File: config.mk
export PLATFORM = sky130hd
export DESIGN_NAME = rr_stream_arbiter
export DESIGN_NICKNAME = d
export VERILOG_FILES = /design/src/rtl/rr_stream_arbiter.sv
export SDC_FILE = /design/constraint.sdc
export NUM_CORES = 1
export LEC_CHECK = 0
export CAP_MARGIN = 15
export CORE_ASPECT_RATIO = 1.75
export CORE_MARGIN = 10
export CORE_UTILIZATION = 34
export CTS_CLUSTER_SIZE = 20
export DETAILED_ROUTE_END_ITERATION = 10
export HOLD_SLACK_MARGIN = 0.15
export PLACE_DENSITY = 0.78
export SYNTH_ARGS = -nofsm -noshare
export SYNTH_HDL_FRONTEND = slang
export SYNTH_SLANG_ARGS = --single-unit
File: constraint.sdc
create_clock -name clk -period 3.35 [get_ports clk]
set_input_delay 0.67 -clock clk [delete_from_list [all_inputs] [get_ports clk]]
set_output_delay 0.67 -clock clk [all_outputs]
set_load 0.02 [all_outputs]
File: src/rtl/rr_stream_arbiter.sv
// rtl/rr_stream_arbiter.sv - round-robin packet arbiter merging NUM_REQ streams into one registered output
module rr_stream_arbiter #(
    parameter int NUM_REQ = 4,
    parameter int DATA_W  = 32,
    localparam int ID_W   = $clog2(NUM_REQ)
) (
    input  logic                      clk,
    input  logic                      rst,
    input  logic [NUM_REQ-1:0]        in_valid,
    output logic [NUM_REQ-1:0]        in_ready,
    input  logic [NUM_REQ*DATA_W-1:0] in_data,
    input  logic [NUM_REQ-1:0]        in_last,
    output logic                      out_valid,
    input  logic                      out_ready,
    output logic [DATA_W-1:0]         out_data,
    output logic [ID_W-1:0]           out_id,
    output logic                      out_last,
    output logic                      locked
);

    typedef enum logic {UNLOCKED, LOCKED} lock_state_t;

    lock_state_t         state;
    logic [ID_W-1:0]     ptr;
    logic [ID_W-1:0]     lock_id;
    logic [ID_W-1:0]     grant;
    logic [ID_W-1:0]     grant_next;
    logic [DATA_W-1:0]   sel_data;
    logic                load;
    logic                xfer;

    assign load   = !out_valid || out_ready;
    assign locked = (state == LOCKED);

    // Scan from the farthest offset down so the nearest valid requester to ptr wins.
    always_comb begin
        grant = ptr;
        if (state == LOCKED) begin
            grant = lock_id;
        end else begin
            for (int k = NUM_REQ - 1; k >= 0; k--) begin
                if (in_valid[(int'(ptr) + k) % NUM_REQ]) begin
                    grant = ID_W'((int'(ptr) + k) % NUM_REQ);
                end
            end
        end
    end

    // rst gates in_ready so nothing is offered as accepted while reset is held.
    always_comb begin
        in_ready = '0;
        if (!rst && load && (state == LOCKED || (|in_valid))) begin
            in_ready[grant] = 1'b1;
        end
    end

    assign xfer       = in_valid[grant] && in_ready[grant];
    assign sel_data   = in_data[int'(grant)*DATA_W +: DATA_W];
    assign grant_next = (grant == ID_W'(NUM_REQ - 1)) ? '0 : grant + 1'b1;

    always_ff @(posedge clk or posedge rst) begin
        if (rst) begin
            state     <= UNLOCKED;
            ptr       <= '0;
            lock_id   <= '0;
            out_valid <= 1'b0;
            out_data  <= '0;
            out_id    <= '0;
            out_last  <= 1'b0;
        end else begin
            if (xfer) begin
                out_valid <= 1'b1;
                out_data  <= sel_data;
                out_id    <= grant;
                out_last  <= in_last[grant];
                if (in_last[grant]) begin
                    state <= UNLOCKED;
                    ptr   <= grant_next;
                end else begin
                    state   <= LOCKED;
                    lock_id <= grant;
                end
            end else if (load) begin
                out_valid <= 1'b0;
            end
        end
    end

endmodule

==> flow_metrics.py, run 1 <==
metrics = {
    "worst_setup_path": {
        "worstPathArrival_ns": 3.43,
        "crit_slowest_cell": "clkdlybuf4s50_1",
        "r2r_cells": 13,
        "critPathKind": "in2reg",
        "cp.depth": 12,
        "worstPathMaxFanout": 8,
        "critPathMaxStageDelay_ns": 0.44,
        "cp_top_family": "buffers and inverters",
        "crit_start": "in_valid[1]",
        "cp-end-kind": "flip-flop",
        "cpMostUsedCell": "buf_12",
        "path_cells": "clkdlybuf4s50_1 -> buf_4 -> o31a_1 -> a21oi_4 -> ha_1 -> nand2_1 -> or3_4 -> a211oi_4 -> nor3_4 -> buf_12 -> buf_12 -> mux2_2",
        "r2r-start": "ptr[0]",
        "cp_num_buf_inv": 4,
        "cp-endpoint": "out_data[27]",
        "cp-start-kind": "input pin",
        "reg2reg_to": "out_data[27]",
        "crit_required_ns": 3.51,
        "reg2reg_slack_ns": 0.39,
    },
    "pwr": {
        "max-vdd-ir-drop_uv": 495,
        "power.density_nw_per_um2": 882,
        "power_leakage_nw": 2.38,
        "report.power.total_mw": 4.68,
    },
    "die": {
        "dieArea_um2": 12700,
        "die_h_um": 142,
        "fp.dieW_um": 89.6,
        "rows": 44,
        "initial_core_util_pct": 34.9,
        "core_area_um2": 8260,
        "ioPinCount": 180,
    },
    "timing": {
        "fin_crit_ns": 3.28,
        "worst_slack_ns": 0.0728,
        "fin_worst_skew_ns": 0.00732,
        "setup_viol": 0,
        "rsz0062_at_grt": "yes",
        "report.final.hold_viol_count": 0,
        "slew_headroom_pct": 61.7,
        "fmax_ghz": 0.305,
        "worstMarginPinSlew_ns": 0.575,
        "finalCritPeriodShare_pct": 97.8,
        "hold-worst-slack_ns": 0.486,
        "maxSlewViolCount": 0,
    },
    "synth": {
        "syn_nets": 387,
        "yosys_warnings": 0,
        "ys_ff_latch": 41,
        "synth_ff_type": "dfrtp_1",
        "synth_area_leader_cell": "dfrtp_1",
        "synth_area_um2": 2880,
        "synth.distinct_cells": 36,
        "async_reset_ff_share_pct": 100,
        "synth_top_area_share_pct": 35.6,
        "synth_edf_count": 0,
        "avgSynthCellArea_um2": 11.7,
        "yosysMostFrequentCell": "mux2i_1",
        "netlist_instances": 246,
        "synth-seq-area-share_pct": 35.6,
        "ys_top_cells_by_area": "dfrtp_1 (36%), mux2i_1 (34%), mux2_2 (13%)",
        "synth_common_cells": "mux2i_1 (97), dfrtp_1 (41), mux2_2 (32)",
    },
    "placement": {
        "port_buffers": 179,
        "place_ws_ns": -0.328,
        "gp_congestion": 0.888,
        "hpwlAfterDp_um": 8780,
        "dpl_cell_area_um2": 4990,
    },
    "global_route": {
        "gr-total-overflow": 0,
        "grt_pass1_vias": 3097,
        "grt_max_degree": 41,
        "gr-usage-all-layers_pct": 16.2,
        "antenna_found_initial": 0,
        "grt_pass1_wl_um": 16000,
    },
    "worst_hold_path": {
        "min_from": "lock_id[1]",
        "min_path_type": "reg2reg",
    },
    "cts": {
        "cts_root_buf": "clkbuf_16",
        "clock_path_buffers": 2,
        "clkLatencyLatePin_ns": 0.27,
        "numClockSinks": 41,
        "cts_made_buffers": 5,
        "tritoncts": "built",
        "cts_htree_levels": 2,
        "clk_pin_slew_ns": 0.06,
    },
    "routing": {
        "viasPerCell": 5.04,
        "drt-initial-drc-count": 62,
        "first_pass_iters": 4,
        "ant_nets": 0,
        "vias": 2757,
        "wl_per_cell_um": 19.4,
        "drc": 0,
        "wl_met1_um": 3390,
        "met2_length_um": 6290,
        "wl_met3_um": 759,
        "highest-signal-layer": "met4",
        "drt-total-wl_um": 10600,
    },
    "run_status": {
        "status": "completed",
    },
    "cells_and_area": {
        "design_area_um2": 5300,
        "final_util_pct": 64.2,
        "nNetsFinal": 596,
        "antennaDiodeCount": 0,
        "nFillCells": 673,
        "area_delta_synth_final_pct": 84.1,
        "layout-drive-gt1-share_pct": 21.5,
    },
    "flow_run": {
        "cap_violations": 0,
    },
}
## state kept, by name, summed over array words and instances, names as in the netlist
register and cells:
out_data 32, ptr 2, lock_id 2, locked 1
out_last 1, out_valid 1, out_id 2
## worst min path at each step
stage | to | depth (start not counted) | slack, ns
after floorplan | lock_id[1] | 1 | 0.46
after global placement | lock_id[1] | 1 | 0.47
after detailed placement | lock_id[1] | 1 | 0.48
after CTS | lock_id[1] | 1 | 0.49
after global routing | lock_id[1] | 1 | 0.51
final | lock_id[1] | 1 | 0.49
## cells in the final DEF, fill, tap and decap left out, drive strengths merged, types with 2 or more instances in the layout
| cell type | Yosys | layout |
|---|---|---|
| nor2 | 3 | 3 |
| mux2i | 97 | 97 |
| clkdlybuf4s50 | 0 | 172 |
| nor3 | 4 | 4 |
| buf | 9 | 37 |
| dlygate4sd2 | 0 | 4 |
| a21oi | 6 | 6 |
| nand2 | 8 | 8 |
| and2 | 4 | 4 |
| clkbuf | 6 | 7 |
| dfrtp | 41 | 41 |
| nand2b | 5 | 5 |
| or2 | 2 | 2 |
| a21boi | 2 | 2 |
| o31a | 2 | 2 |
| mux2 | 37 | 37 |
| inv | 4 | 4 |
| ha | 2 | 2 |
## metrics by stage
step           std cells  setup TNS (ns)
2_1_floorplan        246               0
3_3_place_gp         530          -10.30
3_5_place_dp         530          -12.27
4_1_cts              543               0
5_1_grt              547          -0.168
6_report             547               0
## logic make-up (layout without fill, tap and decap cells)
logic type	after synthesis	after routing	synth area share, %
buffers and inverters	19	228	2.87
multiplexers	135	135	49.0
AND/OR/NAND/NOR	30	30	5.73
AO/OA/AOI/OAI	19	19	5.95
adder cells (fa/ha/maj)	2	2	0.869
flip-flops	41	41	35.6
## layer usage
layer	global-route usage (%)	vias to the layer above
met5	0	-
met4	4.04	0
met3	5.39	12
met2	31.6	95
met1	14.9	1327
li1	-	1323
## cell type report
type,count,area (µm²),area share [%]
multi-input cells,186,1840,34.7
inverters,4,17.5,0.330
clock inverters,2,35.0,0.661
clock buffers,5,125,2.36
flip-flops and latches,41,1030,19.3
repair buffers,217,2140,40.4
well taps,92,115,2.17
## worst reg2reg max path, stage by stage, from the launching register on
cell      delay [ns]
dfrtp_1         0.46
nand2b_1        0.20
a21boi_1        0.31
o41ai_4         0.11
buf_4           0.16
inv_4           0.04
ha_1            0.17
nand2_1         0.07
or3_4           0.38
a211oi_4        0.27
nor3_4          0.11
buf_12          0.15
buf_12          0.13
mux2_2          0.27
## repair_timing
item | CTS | global route
setup buffers | 5 | 4
pin swaps | 3 | 6
setup endpoints to repair | 38 | 38
hold buffers | 0 | 0
cloned | 1 | 0
gates resized for setup | 10 | 14
## where the power goes
part / internal [mW] / switching, mW
clock: 0.346 / 0.180
combinational: 1.76 / 1.48
sequential: 0.754 / 0.157
total: 2.86 / 1.82
Power figures use the tool's default switching activity.
==> inputs of run 2 (changes only) <==
CELL_PAD_IN_SITES_DETAIL_PLACEMENT = 1   (was unset)
CELL_PAD_IN_SITES_GLOBAL_PLACEMENT = 1   (was unset)
CORE_UTILIZATION = 25   (was 34)
PLACE_DENSITY = unset   (was 0.78)
PLACE_DENSITY_LB_ADDON = 0.1   (was unset)
==> run 2 against run 1 <==
  * Setup slack improved by 0.027 ns
  * Cell area increased by 0.57%
  * Highest routed layer is now met5
  * Utilization decreased by 17 points
  * Clock skew decreased by 0.0027 ns
  * Global-route usage decreased by 1.8 points
  * Register-to-register slack improved by 0.10 ns
==> flow_metrics.py, run 2 (synthesis gave the netlist of run 1 again) <==
metrics = {
    "worst_setup_path": {
        "critPathMaxStageDelay_ns": 0.41,
        "worstPathMaxFanout": 8,
        "worstPathArrival_ns": 3.41,
        "cp-start-kind": "input pin",
        "crit_slowest_cell": "clkdlybuf4s50_1",
        "path_cells": "clkdlybuf4s50_1 -> or2_2 -> a21oi_4 -> o41ai_4 -> buf_12 -> inv_4 -> ha_1 -> nand2_1 -> or3_4 -> a211oi_4 -> nor3_4 -> buf_12 -> buf_12 -> mux2_2",
        "cp-end-kind": "flip-flop",
        "cpMostUsedCell": "buf_12",
        "critPathKind": "in2reg",
        "crit_required_ns": 3.51,
    },
    "cts": {
        "clkLatencyLatePin_ns": 0.28,
        "cts_root_buf": "clkbuf_16",
        "clock_path_buffers": 2,
        "cts_htree_levels": 2,
        "clk_pin_slew_ns": 0.06,
        "numClockSinks": 41,
        "tritoncts": "built",
        "hold_buffers": 0,
        "cts_made_buffers": 5,
    },
    "routing": {
        "wl_met3_um": 717,
        "ant_nets": 0,
        "wl_per_cell_um": 20.5,
        "drt-initial-drc-count": 69,
        "first_pass_iters": 4,
        "met2_length_um": 7440,
        "highest-signal-layer": "met5",
        "wl_met1_um": 3670,
        "drt-total-wl_um": 12000,
        "viasPerCell": 4.79,
        "drc": 0,
        "vias": 2797,
    },
    "timing": {
        "fmax_ghz": 0.308,
        "hold-worst-slack_ns": 0.503,
        "rsz0062_at_grt": "no",
        "slew_headroom_pct": 57.3,
        "finalCritPeriodShare_pct": 97.0,
        "fin_worst_skew_ns": 0.00460,
        "report.final.hold_viol_count": 0,
        "maxSlewViolCount": 0,
        "worstMarginPinSlew_ns": 0.640,
        "fin_crit_ns": 3.25,
        "setup_viol": 0,
        "worst_slack_ns": 0.0998,
    },
    "placement": {
        "gp_congestion": 0.830,
        "port_buffers": 179,
        "hpwlAfterDp_um": 9790,
        "place_ws_ns": -0.484,
        "dpl_cell_area_um2": 5020,
    },
    "cells_and_area": {
        "final_common_cell": "clkdlybuf4s50_1",
        "nFillCells": 1221,
        "final_util_pct": 47.5,
        "final-seq-area_um2": 1030,
        "top_register": "out_data",
        "largest_register_ffs": 32,
        "layout-drive-gt1-share_pct": 21.5,
        "final_cell_mix": "clkdlybuf4s50_1 (172), mux2i_1 (97), dfrtp_1 (41), mux2_2 (32), buf_4 (27)",
        "area_delta_synth_final_pct": 85.1,
        "multiInputGateArea_um2": 1850,
        "nNetsFinal": 592,
        "design_area_um2": 5330,
        "antennaDiodeCount": 0,
    },
    "die": {
        "dieArea_um2": 16400,
        "ioPinCount": 180,
        "rows": 51,
        "die_h_um": 162,
        "initial_core_util_pct": 25.6,
        "fp.dieW_um": 101,
        "core_area_um2": 11200,
    },
    "global_route": {
        "grt_max_degree": 45,
        "gr-usage-all-layers_pct": 14.3,
        "gr-total-overflow": 0,
        "grt_pass1_vias": 3208,
        "antenna_found_initial": 1,
        "grt_pass1_wl_um": 18100,
    },
    "worst_hold_path": {
        "min_path_type": "reg2reg",
    },
    "pwr": {
        "power.density_nw_per_um2": 869,
        "report.power.total_mw": 4.64,
        "power_leakage_nw": 2.36,
        "max-vdd-ir-drop_uv": 1030,
    },
    "run_status": {
        "status": "completed",
    },
    "flow_run": {
        "cap_violations": 0,
    },
}
==> run 2: cell types whose count changed in the layout (fill, tap and decap cells not counted), sizes merged <==
| cell | delta |
|---|---|
| buf | -4 |
| bufinv | -1 |
| clkbuf | +1 |
| clkinv | +1 |
==> run 2: report_power, final <==
group / internal, mW / switching (mW) / leakage [nW]
sequential: 0.754 / 0.159 / 0.487
clock: 0.296 / 0.193 / 0.0768
combinational: 1.73 / 1.51 / 1.80
==> run 2: final cells by class <==
cell class	instances	share of cell area [%]
inverter	4	0.328
timing repair buffer	213	39.7
tap	132	3.10
multi-input combinational	186	34.8
sequential	41	19.2
clock buffer	6	2.60
clock inverter	2	0.258
==> run 2: what timing repair did <==
item                       4_1_cts  5_1_grt
cloned                           1        0
setup buffers                    4        2
gates resized for setup         21        5
hold endpoints to repair         0        0
setup endpoints to repair       42       41
pin swaps                        4        6
==> run 2: worst paths after layout <==
path,startpoint,to,slack (ns),cells past startpoint
max,in_valid[1],out_data[22],0.1,14
min,lock_id[0],lock_id[0],0.50,1
max reg2reg,ptr[0],out_data[22],0.49,13
min reg2reg,lock_id[0],lock_id[0],0.50,1
max in group asynchronous,rst,lock_id[1],2.10,3
min in group asynchronous,rst,ptr[0],0.88,3
==> run 2: metal layers <==
layer,track usage [%],vias to the layer above
met5,0,-
met4,3.56,2
met3,4.33,10
met2,29.6,82
met1,12.3,1394
li1,-,1309
==> run 2: worst max-delay path, delay by kind of cell <==
kind | cells | cell delay, ns
AOI/OAI and AO/OA | 3 | 0.57
and+or+nand+nor | 4 | 0.84
muxes | 1 | 0.27
adders and majority gates | 1 | 0.16
buffers and inverters | 5 | 0.89
==> run 2: through the flow <==
stage	std cells	setup TNS, ns
6_report	584	0
5_1_grt	584	0
4_1_cts	582	-0.00236
3_5_place_dp	569	-18.78
3_3_place_gp	569	-13.49
2_1_floorplan	246	0
==> inputs of run 3 (changes only) <==
PLACE_DENSITY = 0.75   (was unset)
PLACE_DENSITY_LB_ADDON = unset   (was 0.1)
==> run 3 against run 2 <==
  * Clock power down 1%
  * Utilization shrank 0.47 points
  * Critical endpoint is now out_data[26]
  * Clock-buffer cell count up 1
  * Hold slack is essentially flat
  * Combinational power decreased by 3%
  * Non-clock buffer count is 2 lower
  * Critical path depth is 2 lower
  * Final cell count shrank 0.51%
==> flow_metrics.py, run 3 (synthesis gave the netlist of run 1 again) <==
metrics = {
    "worst_setup_path": {
        "worstPathArrival_ns": 3.40,
        "crit_required_ns": 3.51,
        "cp_num_buf_inv": 4,
        "cp-start-kind": "input pin",
        "cp-end-kind": "flip-flop",
        "crit_slowest_cell": "clkdlybuf4s50_1",
        "critPathMaxStageDelay_ns": 0.42,
        "cpMostUsedCell": "buf_12",
        "path_cells": "clkdlybuf4s50_1 -> buf_4 -> o31a_1 -> a21oi_4 -> ha_1 -> nand2_1 -> or3_4 -> a211oi_4 -> nor3_4 -> buf_12 -> buf_12 -> mux2_2",
        "cp_top_family": "buffers and inverters",
        "worstPathMaxFanout": 12,
        "critPathKind": "in2reg",
    },
    "cells_and_area": {
        "nFillCells": 1252,
        "area_delta_synth_final_pct": 83.3,
        "multiInputGateArea_um2": 1840,
        "stdcell_count": 581,
        "top_register": "out_data",
        "antennaDiodeCount": 0,
        "layout-drive-gt1-share_pct": 20.0,
        "final_cell_mix": "clkdlybuf4s50_1 (172), mux2i_1 (97), dfrtp_1 (41), mux2_2 (32), buf_4 (27)",
        "largest_register_ffs": 32,
        "nNetsFinal": 590,
        "final_common_cell": "clkdlybuf4s50_1",
        "final-seq-area_um2": 1030,
    },
    "routing": {
        "vias": 2767,
        "first_pass_iters": 4,
        "wl_per_cell_um": 20.5,
        "drc": 0,
        "drt-initial-drc-count": 45,
        "viasPerCell": 4.76,
        "ant_nets": 0,
        "drt-total-wl_um": 11900,
    },
    "run_status": {
        "status": "completed",
    },
    "die": {
        "initial_core_util_pct": 25.6,
        "ioPinCount": 180,
        "die_h_um": 162,
        "rows": 51,
        "fp.dieW_um": 101,
        "core_area_um2": 11200,
        "dieArea_um2": 16400,
    },
    "cts": {
        "hold_buffers": 0,
        "tritoncts": "built",
        "cts_htree_levels": 2,
        "cts_made_buffers": 5,
        "numClockSinks": 41,
        "clkLatencyLatePin_ns": 0.28,
        "clk_pin_slew_ns": 0.05,
        "clock_path_buffers": 2,
        "cts_root_buf": "clkbuf_16",
    },
    "pwr": {
        "power.density_nw_per_um2": 861,
        "max-vdd-ir-drop_uv": 578,
        "power_leakage_nw": 2.35,
    },
    "timing": {
        "fmax_ghz": 0.309,
        "maxSlewViolCount": 0,
        "finalCritPeriodShare_pct": 96.6,
        "fin_crit_ns": 3.24,
        "slew_headroom_pct": 54.4,
        "fin_worst_skew_ns": 0.00498,
        "setup_tns_ns": 0,
        "hold-worst-slack_ns": 0.503,
        "worst_slack_ns": 0.114,
        "worstMarginPinSlew_ns": 0.684,
        "setup_viol": 0,
        "report.final.hold_viol_count": 0,
    },
    "placement": {
        "gp_congestion": 0.806,
        "place_inst": 568,
        "place_ws_ns": -0.333,
        "port_buffers": 179,
        "hpwlAfterDp_um": 10100,
    },
    "global_route": {
        "antenna_found_initial": 0,
        "grt_pass1_vias": 3199,
        "grt_max_degree": 44,
        "gr-total-overflow": 0,
        "gr-usage-all-layers_pct": 13.8,
        "grt_pass1_wl_um": 17600,
    },
    "flow_run": {
        "cap_violations": 0,
    },
    "worst_hold_path": {
        "min_path_type": "reg2reg",
    },
}
==> run 3: changes by cell type in the layout (fill, tap and decap cells not counted), sizes merged <==
cell,change
buf,-2
clkinv,-2
dlymetal6s2s,+2
bufbuf,-1
==> run 3: final timing paths <==
path                              startpoint  slack (ns)  depth (start not counted)      endpoint
worst max-delay path             in_valid[1]        0.11                         12  out_data[26]
worst min-delay path            out_data[17]        0.50                          1  out_data[17]
worst max register to register        ptr[1]        0.43                         13  out_data[26]
worst min register to register  out_data[17]        0.50                          1  out_data[17]
max in group asynchronous                rst        2.12                          3   out_data[4]
min in group asynchronous                rst        0.86                          3  out_data[19]
==> run 3: what timing repair did <==
item,4_1_cts,5_1_grt
pin swaps,1,5
buffers inserted,1,4
gates resized for setup,6,13
endpoints found under the setup margin,24,42
gates cloned,0,1
==> run 3: layer usage <==
layer	vias to the layer above	wire length, µm	global-route usage (%)
li1	1304	-	-
met1	1350	3420	10.9
met2	97	7420	28.7
met3	16	827	5.10
met4	0	243	4.33
met5	-	0	0
==> run 3: cell type report <==
class                           instances  area share (%)
Clock buffer                            7            2.70
Sequential cell                        41            19.4
Timing Repair Buffer                  211            39.6
Tap cell                              132            3.13
Multi-Input combinational cell        186            34.8
Inverter                                4           0.332
==> run 3: power by group <==
| group | internal, mW | total (mW) | switching, mW | leakage, nW |
|---|---|---|---|---|
| Sequential | 0.755 | 0.921 | 0.166 | 0.487 |
| Combinational | 1.66 | 3.14 | 1.48 | 1.79 |
| Clock | 0.293 | 0.484 | 0.191 | 0.0700 |
==> run 3: through the flow <==
stage	power, mW	util (%)	cell area, µm²
floorplan	2.81	-	2900
global placement	3.96	44.6	5010
detailed placement	4.04	44.6	5010
CTS	4.55	46.0	5160
global route	4.85	47.0	5280
finish	4.55	47.0	5280
